$ cat src/rtl/conv_window_gen_if.sv
// Pixel-in / window-out handshake bundle for conv_window_gen.
// The slave modport is the window generator; the master modport is the pixel source and window consumer.
interface conv_window_gen_if #(
  parameter int DATA_W = 8
);
  logic                  in_valid;
  logic [DATA_W-1:0]     in_data;
  logic                  in_ready;
  logic                  win_valid;
  logic                  win_ready;
  logic [9*DATA_W-1:0]   win_data;
  logic [4:0]            win_row;
  logic [4:0]            win_col;

  modport master (
    output in_valid, in_data, win_ready,
    input  in_ready, win_valid, win_data, win_row, win_col
  );

  modport slave (
    input  in_valid, in_data, win_ready,
    output in_ready, win_valid, win_data, win_row, win_col
  );
endinterface

$ cat src/rtl/conv_window_gen.sv
// Strided 3x3 window generator over a raster pixel stream.
// Two row line buffers plus a 3x3 shift window feed a valid/ready window output.
module conv_window_gen #(
  parameter int DATA_W      = 8,
  parameter int MAX_ROW_LEN = 32
) (
  input  logic                  clk,
  input  logic                  rst,
  input  logic                  start,
  input  logic [4:0]            row_len,
  input  logic [4:0]            col_len,
  input  logic [2:0]            stride,
  conv_window_gen_if.slave      bus,
  output logic                  frame_done,
  output logic                  busy,
  output logic                  cfg_err
);

  typedef enum logic [1:0] {
    ST_IDLE = 2'd0,
    ST_RUN  = 2'd1,
    ST_DONE = 2'd2
  } state_e;

  state_e                state_q, state_d;
  logic [4:0]            row_len_q, row_len_d;
  logic [4:0]            col_len_q, col_len_d;
  logic                  s2_q, s2_d;
  logic [4:0]            r_q, r_d;
  logic [4:0]            c_q, c_d;
  logic [9*DATA_W-1:0]   win_q, win_d;
  logic                  win_valid_q, win_valid_d;
  logic [4:0]            win_row_q, win_row_d;
  logic [4:0]            win_col_q, win_col_d;
  logic                  busy_q, busy_d;
  logic                  frame_done_q, frame_done_d;
  logic                  cfg_err_q, cfg_err_d;

  // Line buffers: lb0 holds the previous row, lb1 the row before that. Not reset.
  logic [DATA_W-1:0]     lb0_mem [MAX_ROW_LEN];
  logic [DATA_W-1:0]     lb1_mem [MAX_ROW_LEN];

  logic [DATA_W-1:0]     new_col_s [3];
  logic                  cfg_ok_s;
  logic                  start_ok_s;
  logic                  pix_left_s;
  logic                  out_free_s;
  logic                  accept_s;
  logic                  emit_s;
  logic                  last_col_s;
  logic [5:0]            r_m2_s;
  logic [5:0]            c_m2_s;

  assign cfg_ok_s   = (row_len >= 5'd3) && (col_len >= 5'd3) &&
                      ({1'b0, row_len} <= 6'(MAX_ROW_LEN));
  assign start_ok_s = (state_q == ST_IDLE) && start && cfg_ok_s;
  assign pix_left_s = ({1'b0, r_q} < {1'b0, col_len_q});
  assign out_free_s = !win_valid_q || bus.win_ready;
  assign accept_s   = (state_q == ST_RUN) && pix_left_s && out_free_s && bus.in_valid;
  assign last_col_s = ({1'b0, c_q} == ({1'b0, row_len_q} - 6'd1));
  assign r_m2_s     = {1'b0, r_q} - 6'd2;
  assign c_m2_s     = {1'b0, c_q} - 6'd2;
  // With stride 2, (x-2) is even exactly when x is even.
  assign emit_s     = accept_s && (r_q >= 5'd2) && (c_q >= 5'd2) &&
                      (!s2_q || (!r_q[0] && !c_q[0]));

  assign new_col_s[0] = lb1_mem[c_q];
  assign new_col_s[1] = lb0_mem[c_q];
  assign new_col_s[2] = bus.in_data;

  assign bus.in_ready  = (state_q == ST_RUN) && pix_left_s && out_free_s;
  assign bus.win_valid = win_valid_q;
  assign bus.win_data  = win_q;
  assign bus.win_row   = win_row_q;
  assign bus.win_col   = win_col_q;
  assign frame_done    = frame_done_q;
  assign busy          = busy_q;
  assign cfg_err       = cfg_err_q;

  // Frame sequencing: config latch, state transitions and status pulses.
  always_comb begin
    state_d      = state_q;
    row_len_d    = row_len_q;
    col_len_d    = col_len_q;
    s2_d         = s2_q;
    cfg_err_d    = 1'b0;
    case (state_q)
      ST_IDLE: begin
        if (start && cfg_ok_s) begin
          state_d   = ST_RUN;
          row_len_d = row_len;
          col_len_d = col_len;
          s2_d      = (stride == 3'd2);
        end else if (start) begin
          cfg_err_d = 1'b1;
        end else begin
          state_d = ST_IDLE;
        end
      end
      ST_RUN: begin
        // All pixels taken and no window left waiting (or it is leaving now).
        if (!pix_left_s && out_free_s) begin
          state_d = ST_DONE;
        end else begin
          state_d = ST_RUN;
        end
      end
      ST_DONE: begin
        state_d = ST_IDLE;
      end
      default: begin
        state_d = ST_IDLE;
      end
    endcase
    busy_d       = (state_d == ST_RUN);
    frame_done_d = (state_d == ST_DONE);
  end

  // Pixel position, 3x3 shift window and output window registers.
  always_comb begin
    r_d         = r_q;
    c_d         = c_q;
    win_d       = win_q;
    win_valid_d = win_valid_q;
    win_row_d   = win_row_q;
    win_col_d   = win_col_q;
    if (start_ok_s) begin
      r_d         = 5'd0;
      c_d         = 5'd0;
      win_valid_d = 1'b0;
    end else if (accept_s) begin
      for (int i = 0; i < 3; i++) begin
        win_d[(3*i+0)*DATA_W +: DATA_W] = win_q[(3*i+1)*DATA_W +: DATA_W];
        win_d[(3*i+1)*DATA_W +: DATA_W] = win_q[(3*i+2)*DATA_W +: DATA_W];
        win_d[(3*i+2)*DATA_W +: DATA_W] = new_col_s[i];
      end
      if (last_col_s) begin
        c_d = 5'd0;
        r_d = r_q + 5'd1;
      end else begin
        c_d = c_q + 5'd1;
      end
      if (emit_s) begin
        win_valid_d = 1'b1;
        win_row_d   = s2_q ? r_m2_s[5:1] : r_m2_s[4:0];
        win_col_d   = s2_q ? c_m2_s[5:1] : c_m2_s[4:0];
      end else if (bus.win_ready) begin
        win_valid_d = 1'b0;
      end else begin
        win_valid_d = win_valid_q;
      end
    end else if (bus.win_ready) begin
      win_valid_d = 1'b0;
    end else begin
      win_valid_d = win_valid_q;
    end
  end

  // State and datapath registers.
  always_ff @(posedge clk) begin
    if (rst) begin
      state_q      <= ST_IDLE;
      row_len_q    <= 5'd0;
      col_len_q    <= 5'd0;
      s2_q         <= 1'b0;
      r_q          <= 5'd0;
      c_q          <= 5'd0;
      win_q        <= '0;
      win_valid_q  <= 1'b0;
      win_row_q    <= 5'd0;
      win_col_q    <= 5'd0;
      busy_q       <= 1'b0;
      frame_done_q <= 1'b0;
      cfg_err_q    <= 1'b0;
    end else begin
      state_q      <= state_d;
      row_len_q    <= row_len_d;
      col_len_q    <= col_len_d;
      s2_q         <= s2_d;
      r_q          <= r_d;
      c_q          <= c_d;
      win_q        <= win_d;
      win_valid_q  <= win_valid_d;
      win_row_q    <= win_row_d;
      win_col_q    <= win_col_d;
      busy_q       <= busy_d;
      frame_done_q <= frame_done_d;
      cfg_err_q    <= cfg_err_d;
    end
  end

  // Line-buffer write: the older row moves up, the incoming pixel replaces it.
  always_ff @(posedge clk) begin
    if (accept_s) begin
      lb1_mem[c_q] <= lb0_mem[c_q];
      lb0_mem[c_q] <= bus.in_data;
    end
  end

endmodule
$ cat src/flat_wrapper.sv
// flat-port wrapper written by rule: the top's interface ports become plain ports
module conv_window_gen_flat 
#(
  parameter int DATA_W      = 8,
  parameter int MAX_ROW_LEN = 32
)
  (clk, rst, start, row_len, col_len, stride, frame_done, busy, cfg_err, bus_in_valid, bus_in_data, bus_win_ready, bus_in_ready, bus_win_valid, bus_win_data, bus_win_row, bus_win_col);
  conv_window_gen_if #(.DATA_W(DATA_W)) bus_i ();
  input  logic clk;
  input  logic rst;
  input  logic start;
  input  logic [4:0] row_len;
  input  logic [4:0] col_len;
  input  logic [2:0] stride;
  output logic frame_done;
  output logic busy;
  output logic cfg_err;
  input wire logic [$bits(bus_i.in_valid)-1:0] bus_in_valid;
  input wire logic [$bits(bus_i.in_data)-1:0] bus_in_data;
  input wire logic [$bits(bus_i.win_ready)-1:0] bus_win_ready;
  output wire logic [$bits(bus_i.in_ready)-1:0] bus_in_ready;
  output wire logic [$bits(bus_i.win_valid)-1:0] bus_win_valid;
  output wire logic [$bits(bus_i.win_data)-1:0] bus_win_data;
  output wire logic [$bits(bus_i.win_row)-1:0] bus_win_row;
  output wire logic [$bits(bus_i.win_col)-1:0] bus_win_col;
  assign bus_i.in_valid = bus_in_valid;
  assign bus_i.in_data = bus_in_data;
  assign bus_i.win_ready = bus_win_ready;
  assign bus_in_ready = bus_i.in_ready;
  assign bus_win_valid = bus_i.win_valid;
  assign bus_win_data = bus_i.win_data;
  assign bus_win_row = bus_i.win_row;
  assign bus_win_col = bus_i.win_col;
  conv_window_gen #(.DATA_W(DATA_W), .MAX_ROW_LEN(MAX_ROW_LEN)) u_core (.clk(clk), .rst(rst), .start(start), .row_len(row_len), .col_len(col_len), .stride(stride), .bus(bus_i), .frame_done(frame_done), .busy(busy), .cfg_err(cfg_err));
endmodule
$ cat config.mk
export PLATFORM = sky130hd
export DESIGN_NAME = conv_window_gen_flat
export DESIGN_NICKNAME = d
export VERILOG_FILES = /design/src/rtl/conv_window_gen_if.sv /design/src/rtl/conv_window_gen.sv /design/src/flat_wrapper.sv
export SDC_FILE = /design/constraint.sdc
export NUM_CORES = 1
export LEC_CHECK = 0
export ABC_AREA = 1
export CELL_PAD_IN_SITES_DETAIL_PLACEMENT = 0
export CELL_PAD_IN_SITES_GLOBAL_PLACEMENT = 1
export CORE_ASPECT_RATIO = 1.2
export CORE_MARGIN = 4
export CORE_UTILIZATION = 30
export DETAILED_ROUTE_END_ITERATION = 6
export PLACE_DENSITY = 0.6
export SLEW_MARGIN = 5
export SYNTH_ARGS = -nofsm -noshare
export SYNTH_HDL_FRONTEND = slang
export SYNTH_SLANG_ARGS = --single-unit
$ cat constraint.sdc
create_clock -name clk -period 4.15 [get_ports clk]
set_input_delay 1.0375 -clock clk [delete_from_list [all_inputs] [get_ports clk]]
set_output_delay 1.0375 -clock clk [all_outputs]
set_load 0.05 [all_outputs]
Word level (Yosys, flattened, before mapping)
Memory sizes are Yosys's and may differ from the RTL's. A register that Yosys moved wholly into a read port is not among the register bits.
Index checks and enable logic that the tools add are counted.
- $add $sub $neg: 5
- eq/ne operators: 5
- reductions and logical operators: 27
- bitwise gates (word level): 2
- muxes and demuxes: 15
- order comparisons: 6
- operator list (kind ; number):
    $mux 5 ; 5
    $ge 5x2->1 const B ; 4
    $logic_and 1x1->1 ; 13
    $sub 5x2->6 const B ; 2
    $add 5x1->5 const B ; 2
    $eq 5x6->1 ; 1
    $le 5x6->1 const B ; 1
    $mux 1 ; 6
    $mux 2 ; 3
    $reduce_and 2->1 ; 3
    $sub 5x1->6 const B ; 1
    $logic_not 1->1 ; 5
    $lt 5x5->1 ; 1
    $eq 2x1->1 const B ; 2
    $pmux 2 s2 ; 1
    $eq 3x2->1 const B ; 1
    $reduce_and 3->1 ; 1
    $reduce_or 3->1 ; 1
    $eq 2x2->1 const B ; 1
    $logic_not 2->1 ; 1
    $logic_or 1x1->1 ; 2
    $not 1->1 ; 2
    $reduce_or 2->1 ; 1
- logic and storage cells: 75
- memory bits (writable): 512
- memories: 2
- register bits after elaboration: 109
- memory list (memory ; words ; bits a word ; rd ports ; clocked after memory_dff ; wr ports ; RTL line ; text):
    u_core.lb0_mem ; 32 ; 8 ; 1 ; 1 ; 1 ; conv_window_gen.sv:40 ; logic [DATA_W-1:0] lb0_mem [MAX_ROW_LEN];
    u_core.lb1_mem ; 32 ; 8 ; 1 ; 1 ; 1 ; conv_window_gen.sv:41 ; logic [DATA_W-1:0] lb1_mem [MAX_ROW_LEN];

Depth between registers and ports, before layout
- depth in word-level cells: 9
- mapped depth: 13
- depth with buffers taken out: 12

Least setup slack after synthesis
Ideal clock, no wire load.
- path type: input port to flip-flop
- start: in bus_win_ready
- end: mem u_core.lb0_mem[23][0], enable pin
- arrival time: 3.380 ns
- path slack: 0.361 ns
- cell stages on the path: 8
- cell sequence: nor2_1 -> inv_1 -> nand2_1 -> nor2_2 -> nand3_2 -> nor2_1 -> inv_1 -> nor3_1
- longest elaborated chain between the ends: 5
- ends and longest elaborated chain (element ; RTL line ; text):
    start: declaration ; flat_wrapper.sv:20 ; input wire logic [$bits(bus_i.win_ready)-1:0] bus_win_ready;
    $logic_or 1x1->1 ; conv_window_gen.sv:58 ; assign out_free_s = !win_valid_q || bus.win_ready;
    $logic_and 1x1->1 ; n/a ;
    named net bus_in_ready ; flat_wrapper.sv:21 ; output wire logic [$bits(bus_i.in_ready)-1:0] bus_in_ready;
    $logic_and 1x1->1 ; conv_window_gen.sv:59 ; assign accept_s = (state_q == ST_RUN) && pix_left_s && out_free_s && bus.in_valid;
    $mux 1 ; conv_window_gen.sv:194 ; if (accept_s) begin
    $mux 1 (implied by the code) ; conv_window_gen.sv:196 ; lb0_mem[c_q] <= bus.in_data;
    end: declaration ; conv_window_gen.sv:40 ;
The timed path passes the listed nets, and every way through them passes these cells.

Final worst setup path
- start: in bus_win_ready
- end: out bus_in_ready
- longest elaborated chain between the ends: 2
- ends and longest elaborated chain (element ; RTL line ; text):
    $logic_or 1x1->1 ; conv_window_gen.sv:58 ;
    $logic_and 1x1->1 ; conv_window_gen.sv:71 ; assign bus.in_ready = (state_q == ST_RUN) && pix_left_s && out_free_s;
    end: declaration ; flat_wrapper.sv:21 ;
Every way passes these cells.

==> results.py <==
metrics = {
    "detailed_routing": {
        "vias_per_cell": 4.811,
        "drtIter0Drc": 1594,
        "dr.pass1.iters": 5,
        "drc": 0,
        "drtAntennaViolNets": 0,
        "routed_wl_um": 77230,
        "wire_per_inst_um": 21.14,
        "route.vias.total": 17574,
    },
    "timing": {
        "clock_skew_ps": 25.93,
        "timing.fmax_ghz": 0.3022,
        "slew_violations": 0,
        "whs_ps": 462.8,
        "fin_crit_sh": 0.7974,
        "fin_tns_setup_ps": 0,
        "relSlewSlack": 0.2307,
        "tightest_slew_ps": 1153,
        "hold_viol_final": 0,
        "rsz0062_at_grt": "no",
        "setup_viol": 0,
        "layout_min_cycle_time_ps": 3309,
    },
    "power_and_ir_drop": {
        "power_density_mw_per_mm2": 455.0,
        "p_int_mw": 10.56,
        "pwr-share-clk": 0.431,
        "power.leakage_nw": 10.60,
        "pwr-share-comb": 0.066,
        "ir_worst_vdd_mv": 0.2868,
        "p_seq_frac": 0.503,
        "power_switching_share": 0.2288,
        "switchingPower_mw": 3.133,
    },
    "floorplanning": {
        "ioPinCount": 113,
        "initial_core_util": 0.3030,
        "fp.coreArea_sq_mm": 0.08360,
        "dieArea_sq_mm": 0.08917,
        "fp.dieW_um": 273.3,
        "die_h_um": 326.3,
        "core.rowCount": 116,
    },
    "final_layout": {
        "syn2layout_area_growth_pct": 18.81,
        "num_antenna_cells": 0,
        "layout_common_cells": "nand2_1 (635), edfxtp_1 (512), nor2_1 (291)",
        "mostFrequentLayoutCell": "nand2_1",
        "layout-drive-gt1-share": 0.09518,
        "layout.nets": 2525,
    },
    "clocking": {
        "cts_setup_buffers": 0,
        "postCtsHoldBufs": 0,
        "clock-sinks": 626,
        "cts_buffers": 66,
        "clock-root-buffer": "clkbuf_16",
        "clk_pin_slew_ps": 60,
        "cts_max_level": 3,
        "worstSkewPairLatency_ps": 600,
        "cts_resized": 0,
        "cts.path.max_buffers": 3,
        "tritoncts": "built",
    },
    "grt": {
        "grt_overflow": 0,
        "grt_max_degree": 129,
        "grt_use_total": 0.1701,
        "grt_pass1_vias": 17437,
        "antenna_found_initial": 1,
        "grt_pass1_wl_um": 113000,
    },
    "critical_path": {
        "crit_type": "input port to primary output",
        "required_ps": 3110,
        "cp-end-kind": "primary output",
        "critPathMaxFanout": 3,
        "rrSetupSlack_ps": 1260,
        "cp-start-kind": "input port",
        "arrival_ps": 2270,
    },
    "synth": {
        "synth_nets": 2391,
        "synth_area_per_cell_sq_um": 10.78,
        "yosys_warnings": 0,
        "ys_types": 36,
        "syn-cell-area_sq_mm": 0.02533,
        "syn_inst": 2350,
        "synth-seq-cells": 626,
        "yosysSeqAreaShare": 0.6971,
    },
    "status": {
        "status": "finished clean",
    },
    "place": {
        "post-dp-hpwl_um": 49100,
        "portBuffers": 112,
        "gp_congestion": 0.8563,
    },
    "hold_path": {
        "hold_path_class": "register to register",
    },
    "flow_run": {
        "drv_cap": 0,
    },
}
-- flip-flops by register name (all words and copies together) (netlist names), 2 cells and up, named ones only --
register,count
u_core.bus.win_col,5
u_core.bus.win_data,72
u_core.bus.win_row,5
u_core.c_q,5
u_core.col_len_q,5
u_core.lb0_mem,256
u_core.lb1_mem,256
u_core.r_q,5
u_core.row_len_q,5
u_core.state_q,2
-- area by class of cell --
cell class / instances / area [sq um]
sequential: 626 / 17670
timing repair buffer: 196 / 1832
inverter: 67 / 261.5
fill: 8313 / 53500
multi-input combinational: 1527 / 6780
clock inverter: 34 / 335.3
tap: 1121 / 1403
clock buffer: 82 / 1815
-- Yosys cell counts (all sizes together) --
master	instances	area share
a21oi	92	0.020
buf	89	0.019
clkbuf	41	0.0061
clkinv	3	0.00044
dfxtp	114	0.090
edfxtp	512	0.61
ha	15	0.0074
inv	64	0.0098
nand2	649	0.098
nand3	241	0.048
nand4	3	0.00074
nor2	296	0.045
nor3	7	0.0022
nor4	2	0.00049
o21a	8	0.0024
o21ai	200	0.040
o22ai	8	0.0020
xnor2	2	0.00069
xor2	4	0.0014
-- cell families (layout without fill, tap and decap cells) --
logic type               Yosys count  count (layout)  synth area share
flip-flops                       626             626            0.6971
XOR/XNOR                           6               6          0.002075
buffers and inverters            197             379           0.03556
AND/OR/NAND/NOR                 1198            1198            0.1942
AO/OA/AOI/OAI                    308             308           0.06367
adder cells (fa/ha/maj)           15              15          0.007409
-- stage by stage --
step | power (mW) | area [sq um] | instances | util | setup slack, ps
global placement | 7.927 | 27950 | 3537 | 0.3343 | 618.6
CTS | 13.84 | 30100 | 3653 | 0.3600 | 817.7
global route | 14.16 | 30100 | 3653 | 0.3600 | 739.5
finish | 13.69 | 30100 | 3653 | 0.3600 | 840.8
floorplan | 7.495 | 25330 | 2350 | - | 360.7
detailed placement | 7.935 | 27950 | 3537 | 0.3343 | 621.8
-- power by group through the flow --
stage	sequential (mW)	combinational (mW)	clock [mW]
global route	6.88	0.982	6.29
global placement	7.02	0.908	0
floorplan	7.07	0.424	0
detailed placement	7.02	0.915	0
CTS	6.89	0.916	6.04
finish	6.88	0.906	5.90
-- metal layers --
metal  vias up  GRT usage  share of wire
li1       8327          -              -
met5         -          0              0
met3       135    0.02263          0.050
met2       468     0.2909           0.49
met4         0    0.06975          0.039
met1      8644     0.2176           0.42
-- worst paths after layout --
check | start | to | cells after the start
hold / removal | u_core.col_len_q[1]$_SDFFE_PP0P_ | u_core.col_len_q[1]$_SDFFE_PP0P_ | 2
setup / recovery | bus_win_ready | bus_in_ready | 6
hold reg to reg | u_core.col_len_q[1]$_SDFFE_PP0P_ | u_core.col_len_q[1]$_SDFFE_PP0P_ | 2
setup reg to reg | register | u_core.lb1_mem[20][0]$_DFFE_PP_ | 8
-- critical path: stages --
cell and delay, ps:
clkdlybuf4s50_1 460, nor2_1 40, inv_1 130, nand2_1 140, nor2_2 210, buf_4 240
(Power assumes the default switching activity.)
